**src/rtl/dcache_victim_ctrl.sv**
```systemverilog
// Dcache miss controller: probes the victim cache, refills from it or from memory,
// and pushes the displaced line into the victim cache. Optional counters: VICTIM_STATS_EN.
module dcache_victim_ctrl #(
  parameter int DCACHE_LINE_WIDTH = 128,
  parameter int VICTIM_ADDR_BITS  = 28
`ifdef VICTIM_STATS_EN
  ,parameter int STAT_CNT_BITS    = 32
`endif
) (
  input  logic                         clk,
  input  logic                         rst,
  input  logic                         miss_req_i,
  input  logic [VICTIM_ADDR_BITS-1:0]  miss_addr_i,
  input  logic                         evict_valid_i,
  input  logic [VICTIM_ADDR_BITS-1:0]  evict_addr_i,
  input  logic [DCACHE_LINE_WIDTH-1:0] evict_data_i,
  output logic [VICTIM_ADDR_BITS-1:0]  cache_to_victim_addr_o,
  output logic [DCACHE_LINE_WIDTH-1:0] cache_to_victim_data_o,
  output logic                         write_to_victim_o,
  input  logic [DCACHE_LINE_WIDTH-1:0] victim_to_cache_data_i,
  input  logic                         victim_hit_i,
  output logic                         mem_req_o,
  output logic [VICTIM_ADDR_BITS-1:0]  mem_addr_o,
  input  logic                         mem_ack_i,
  input  logic [DCACHE_LINE_WIDTH-1:0] mem_data_i,
  output logic                         busy_o,
  output logic                         fill_valid_o,
  output logic [VICTIM_ADDR_BITS-1:0]  fill_addr_o,
  output logic [DCACHE_LINE_WIDTH-1:0] fill_data_o,
  output logic                         fill_from_victim_o
`ifdef VICTIM_STATS_EN
  ,output logic [STAT_CNT_BITS-1:0]    victim_hit_cnt_o
  ,output logic [STAT_CNT_BITS-1:0]    victim_miss_cnt_o
`endif
);

  // state | meaning
  // IDLE  | waiting for a dcache miss
  // PROBE | victim lookup on the captured miss address
  // MEM   | memory read outstanding, waiting for ack
  // FILL  | refill pulse to dcache, optional victim write of evicted line
  typedef enum logic [1:0] {IDLE, PROBE, MEM, FILL} state_t;

  state_t                         state_q, state_d;
  logic [VICTIM_ADDR_BITS-1:0]    miss_addr_q, miss_addr_d;
  logic                           evict_valid_q, evict_valid_d;
  logic [VICTIM_ADDR_BITS-1:0]    evict_addr_q, evict_addr_d;
  logic [DCACHE_LINE_WIDTH-1:0]   evict_data_q, evict_data_d;
  logic [DCACHE_LINE_WIDTH-1:0]   line_q, line_d;
  logic                           src_q, src_d;

  always_ff @(posedge clk) begin
    if (!rst) begin
      state_q       <= IDLE;
      miss_addr_q   <= '0;
      evict_valid_q <= 1'b0;
      evict_addr_q  <= '0;
      evict_data_q  <= '0;
      line_q        <= '0;
      src_q         <= 1'b0;
    end else begin
      state_q       <= state_d;
      miss_addr_q   <= miss_addr_d;
      evict_valid_q <= evict_valid_d;
      evict_addr_q  <= evict_addr_d;
      evict_data_q  <= evict_data_d;
      line_q        <= line_d;
      src_q         <= src_d;
    end
  end

  always_comb begin
    state_d                = state_q;
    miss_addr_d            = miss_addr_q;
    evict_valid_d          = evict_valid_q;
    evict_addr_d           = evict_addr_q;
    evict_data_d           = evict_data_q;
    line_d                 = line_q;
    src_d                  = src_q;
    cache_to_victim_addr_o = '0;
    cache_to_victim_data_o = '0;
    write_to_victim_o      = 1'b0;
    mem_req_o              = 1'b0;
    mem_addr_o             = '0;
    fill_valid_o           = 1'b0;
    fill_addr_o            = '0;
    fill_data_o            = '0;
    fill_from_victim_o     = 1'b0;
    case (state_q)
      IDLE: begin
        if (miss_req_i) begin
          miss_addr_d   = miss_addr_i;
          evict_valid_d = evict_valid_i;
          evict_addr_d  = evict_addr_i;
          evict_data_d  = evict_data_i;
          state_d       = PROBE;
        end
      end
      PROBE: begin
        cache_to_victim_addr_o = miss_addr_q;
        if (victim_hit_i) begin
          line_d  = victim_to_cache_data_i;
          src_d   = 1'b1;
          state_d = FILL;
        end else begin
          state_d = MEM;
        end
      end
      MEM: begin
        mem_req_o  = 1'b1;
        mem_addr_o = miss_addr_q;
        if (mem_ack_i) begin
          line_d  = mem_data_i;
          src_d   = 1'b0;
          state_d = FILL;
        end
      end
      FILL: begin
        fill_valid_o       = 1'b1;
        fill_addr_o        = miss_addr_q;
        fill_data_o        = line_q;
        fill_from_victim_o = src_q;
        // displaced line goes to the victim cache even if it aliases the miss address
        if (evict_valid_q) begin
          write_to_victim_o      = 1'b1;
          cache_to_victim_addr_o = evict_addr_q;
          cache_to_victim_data_o = evict_data_q;
        end
        state_d = IDLE;
      end
      default: state_d = IDLE;
    endcase
  end

  assign busy_o = (state_q != IDLE);

`ifdef VICTIM_STATS_EN
  always_ff @(posedge clk) begin
    if (!rst) begin
      victim_hit_cnt_o  <= '0;
      victim_miss_cnt_o <= '0;
    end else if (state_q == PROBE) begin
      if (victim_hit_i) begin
        if (victim_hit_cnt_o != '1) victim_hit_cnt_o <= victim_hit_cnt_o + 1'b1;
      end else begin
        if (victim_miss_cnt_o != '1) victim_miss_cnt_o <= victim_miss_cnt_o + 1'b1;
      end
    end
  end
`endif

endmodule

```
**config.mk**
```make
export PLATFORM = sky130hd
export DESIGN_NAME = dcache_victim_ctrl
export DESIGN_NICKNAME = d
export VERILOG_FILES = /design/src/rtl/dcache_victim_ctrl.sv
export SDC_FILE = /design/constraint.sdc
export NUM_CORES = 1
export LEC_CHECK = 0
export ABC_AREA = 1
export BUFFER_PORTS_ARGS = -buffer_cell sky130_fd_sc_hd__buf_2
export CORE_AREA = 4 4 309 311
export CTS_CLUSTER_DIAMETER = 150
export DETAILED_ROUTE_END_ITERATION = 8
export DIE_AREA = 0 0 313 315
export SLEW_MARGIN = 15
export SYNTH_ARGS = -nofsm -noshare
export SYNTH_HDL_FRONTEND = slang
export SYNTH_SLANG_ARGS = --single-unit
export TNS_END_PERCENT = 50
```
**constraint.sdc**
```tcl
create_clock -name clk -period 1.9 [get_ports clk]
set_input_delay 0.285 -clock clk [delete_from_list [all_inputs] [get_ports clk]]
set_output_delay 0.285 -clock clk [all_outputs]
set_load 0.05 [all_outputs]
```
# Yosys cells after proc, flatten, opt, wreduce, memory -nomap -nowiden
# Index checks and enable logic that the tools add are counted.
dict set report totals {
  reg_bits 316
  inputBits 446
  output_inout_bits 345
}
dict set report op_classes {
  eq_ne 6
  n_mux 22
  reduce_logical 6
}
# op count
set op_table {}
lappend op_table {{two-way mux 128 bit} 5}
lappend op_table {{case mux 128 bit (2 select lines)} 1}
lappend op_table {{two-way mux 28 bit} 3}
lappend op_table {{case mux 28 bit (2 select lines)} 1}
lappend op_table {{two-way mux 1 bit} 8}
lappend op_table {{case mux 2 bit (4 select lines)} 1}
lappend op_table {{inequality test 2 bit, second input constant} 3}
lappend op_table {{equality test 2 bit, second input constant} 2}
lappend op_table {{two-way mux 2 bit} 2}
lappend op_table {{AND reduction 2 bit} 2}
lappend op_table {{nonzero test 2 bit} 2}
lappend op_table {{AND reduction 3 bit} 1}
lappend op_table {{equality test 2 x 1 -> 1 bit, second input constant} 1}
lappend op_table {{logical NOT 2 bit} 1}
lappend op_table {{case mux 1 bit (2 select lines)} 1}

# Depth between registers and ports, before layout
dict set report depth {
  depth_word 3
  mapped_depth 10
  mapped_depth_nobuf 8
}

# Least setup slack after synthesis
# No wires, ideal clock.
dict set report synth_timing {
  path_kind {flip-flop to output port}
  start {register state_q[1]}
  end {output cache_to_victim_addr_o[0]}
  arrival_time_ns 2.292
  required_time_ns 1.615
  slack_ns -0.677
  stages_incl_launch_ff 8
  cell_sequence {dfxtp_1 ha_1 buf_2 nand2_1 inv_1 clkbuf_1 nand2_1 a21oi_1}
}
dict set report synth_via {
  elab_chain_len 2
}
# item line_no
set synth_lines {}
lappend synth_lines {{from (decl)} 44} ;# state_t state_q, state_d;
lappend synth_lines {{from (signal assigned)} 62} ;# state_q <= state_d;
lappend synth_lines {{equality test 2 bit / equality test 2 x 1 -> 1 bit (equally long branches)} 89} ;# case (state_q)
lappend synth_lines {{case mux 28 bit (2 select lines) (*)} 89}
lappend synth_lines {{to (decl)} 17} ;# output logic [VICTIM_ADDR_BITS-1:0] cache_to_victim_addr_o,
# Mark *: on every way between the ends. The rest lies on a longest branch, timed or not.

# Worst setup path after layout
dict set report layout_timing {
  start {register state_q[1]}
  end {output cache_to_victim_data_o[11]}
}
dict set report layout_via {
  elab_chain_len 2
}
# item line_no
set layout_lines {}
lappend layout_lines {{equality test 2 bit} 89}
lappend layout_lines {{two-way mux 128 bit} 89}
lappend layout_lines {{to (decl)} 18} ;# output logic [DCACHE_LINE_WIDTH-1:0] cache_to_victim_data_o,
# Every way passes these cells.

==> flow_summary_export.csv <==
group,metric,value,unit
clock_network,path_clk_slew,60,ps
clock_network,cts_max_level,2,
routing,drtPass1Iterations,6,
layout,multi_input_area,8280,sq um
synth,syn-num-nets,3151,
run,maxCapViolations,0,
sta,setup_viol,395,
global_route,overflow,0,
layout,design_area,29700,sq um
synth,syn_inst,2697,
sta,post-route-period-util,1.27,
routing,vias,20000,
synth,synth_top_cell_area_share,0.398,
critical_path,r2r_end,"line_q[38]",
critical_path,cp_slowest_cell,"dfxtp_4",
critical_path,endpoint_kind,"primary output",
floorplan,start_util,0.171,
layout,final_common_cell,"nand2_1",
routing,drc,0,
sta,fmax,414,MHz
synth,yosysTopAreaCell,"dfxtp_1",
clock_network,clock_path_buffers,3,
critical_path,critical_path_class,"flip-flop to primary output",
floorplan,ios,791,
synth,netlist_area,15900,sq um
critical_path,rr_worst_depth,11,
routing,post_drt_wl_per_cell,16.6,microns
power_and_ir_drop,pwr_density_cell,1140,nW/um^2
power_and_ir_drop,leakage,0.0156,uW
floorplan,core_area,92800,sq um
layout,syn2layout_area_growth,87.1,%
clock_network,clock_latency,550,ps
sta,skew,11.8,ps
sta,worstMarginPinSlew,537,ps
clock_network,clock-sinks,316,
power_and_ir_drop,ir_worst_vdd,0.659,mV
place,dpl.cell_count,4693,
status,status,"finished, violations left",
routing,ant_nets,0,
min_path,hold_start,"evict_data_i[72]",
synth,ys_types,14,
clock_network,cts_root_buffer,"clkbuf_16",
routing,drtIter0Drc,1178,
sta,finalHoldViolations,0,
floorplan,die_area,98600,sq um
floorplan,die_x,313,microns
critical_path,cp_cell_sequence,"buf_6 > ha_4 > buf_12 > nand2_8 > buf_12 > nor2_1 > buf_4",
layout,drive_above_1_share,0.342,
layout,final_cells,4983,
global_route,first_global_vias,19000,
critical_path,path_max_fanout,13,
layout,final_cell_mix,"nand2_1 (847), buf_2 (468), nor2_1 (404), inv_1 (398), dfxtp_1 (313)",
place,dp_hpwl,55000,microns
sta,layout_setup_ws,-515,ps
floorplan,die_h,315,microns
place,io_buffers,790,
status,violations,"negative setup slack",
critical_path,r2r_setup_slack,-80,ps
synth,ys_ff_latch,316,
critical_path,required,1620,ps
floorplan,fp-row-count,112,
synth,ys_warn_count,0,
clock_network,cts_buffers,39,
layout,fillers,9572,
routing,via_per_inst,4.00,
global_route,grt_max_degree,87,
sta,grt_setup_unrepaired,"true",
layout,seqCellArea,6340,sq um
place,place.gp.congestion,0.871,
place,post_dp_cell_area,23100,sq um
global_route,grt_first_pass_wirelength,112000,microns
min_path,hold_end,"evict_data_q[72]",
critical_path,cp-start-kind,"flip-flop",
global_route,antenna_found_initial,13,
sta,slew-limit-headroom,0.642,
global_route,grt_use_total,0.146,
layout,fin_nets,4151,
critical_path,worstPathArrival,2130,ps
synth,synth-seq-area-share,0.398,
critical_path,reg2reg_from,"state_q[1]",
sta,slew_violations,0,
critical_path,cpPeakStageDelay,380,ps
sta,fin_crit,2410,ps
synth,synthTopCellsByArea,"dfxtp_1 (40%), nand2_1 (21%), nor2_1 (12%)",
synth,avgSynthCellArea,5.89,sq um
min_path,min_path_type,"input pin to flip-flop",
min_path,hold_path_depth,3,
critical_path,cpMostUsedCell,"buf_12",
clock_network,cts_tree,"built",
routing,finalWirelength,82600,microns
## kinds of logic (layout without fill, tap and decap cells)
| family | count (synthesis) | after routing | synth area share |
|---|---|---|---|
| AO/OA/AOI/OAI | 343 | 343 | 0.108 |
| other | 0 | 3 | 0 |
| flip-flops | 316 | 316 | 0.398 |
| AND/OR/NAND/NOR | 1401 | 1403 | 0.332 |
| adder cells (fa/ha/maj) | 8 | 8 | 0.00630 |
| buffers and inverters | 629 | 1656 | 0.155 |
## worst max path at each step
stage,from,end,slack [ps],cells past startpoint
after global routing,state_q[1],cache_to_victim_data_o[64],-610,7
final,state_q[1],cache_to_victim_data_o[11],-510,7
after detailed placement,state_q[1],cache_to_victim_data_o[79],-30,6
after global placement,state_q[0],cache_to_victim_addr_o[14],-3,8
after CTS,state_q[1],cache_to_victim_data_o[104],-530,7
after floorplan,state_q[0],cache_to_victim_data_o[10],-230,5
## critical path, delay by kind of cell (launching register included)
kind	cells	cell delay, ps
buffers and inverters	4	710
and+or+nand+nor	2	290
adders and majority gates	1	180
DFF	1	380
## synthesized netlist by cell type
cell and number:
nand2_1 895, nor2_1 501, inv_1 454, dfxtp_1 316
o21ai_0 185, a21oi_1 158, buf_2 86, clkbuf_1 79
buf_1 9, ha_1 8, nand3_1 3, inv_2 1
nand2_2 1, nand3_2 1
## through the flow
stage / power, uW / setup slack [ps] / hold slack [ps] / utilization / TNS (ps)
floorplan: 18400 / -227 / 430 / - / -24210
global placement: 23700 / -3.11 / 438 / 0.249 / -3.11
detailed placement: 23900 / -27.2 / 444 / 0.249 / -126
CTS: 32800 / -527 / 1.32 / 0.297 / -148260
global route: 36400 / -611 / 35.5 / 0.320 / -165480
finish: 33900 / -515 / 34.6 / 0.320 / -118330
## per-layer routing
| metal | track usage | up-vias | routed length, microns |
|---|---|---|---|
| li1 | - | 9897 | - |
| met1 | 0.173 | 9077 | 32300 |
| met2 | 0.262 | 816 | 41300 |
| met5 | 0 | - | 0 |
| met4 | 0.0421 | 0 | 2950 |
| met3 | 0.0323 | 165 | 6050 |
## area by class of cell
class / count / area share
Timing Repair Buffer: 1131 / 0.354
Antenna cell: 3 / 0.000253
Inverter: 455 / 0.0586
Multi-Input combinational cell: 1754 / 0.279
Clock inverter: 9 / 0.00295
Sequential cell: 316 / 0.213
Clock buffer: 61 / 0.0397
Tap cell: 1254 / 0.0528
## report_power, final
| part | switching [uW] | internal (uW) |
|---|---|---|
| Sequential | 1230 | 8690 |
| Clock | 3060 | 4410 |
| Combinational | 10000 | 6430 |
## registers in the layout (all words and copies together) (netlist names)
signal,count
src_q,1
evict_valid_q,1
miss_addr_q,28
state_q,2
evict_data_q,128
evict_addr_q,28
line_q,128
## timing repair
action                                  CTS  global route
cloned                                   15            14
hold buffers                            155             0
pin swaps                                13            16
gates resized for setup                 354           694
endpoints found under the setup margin  345           479
hold endpoints to repair                155             0
buffers inserted                         19            19
Note: power is estimated with default switching activity, not from simulation.
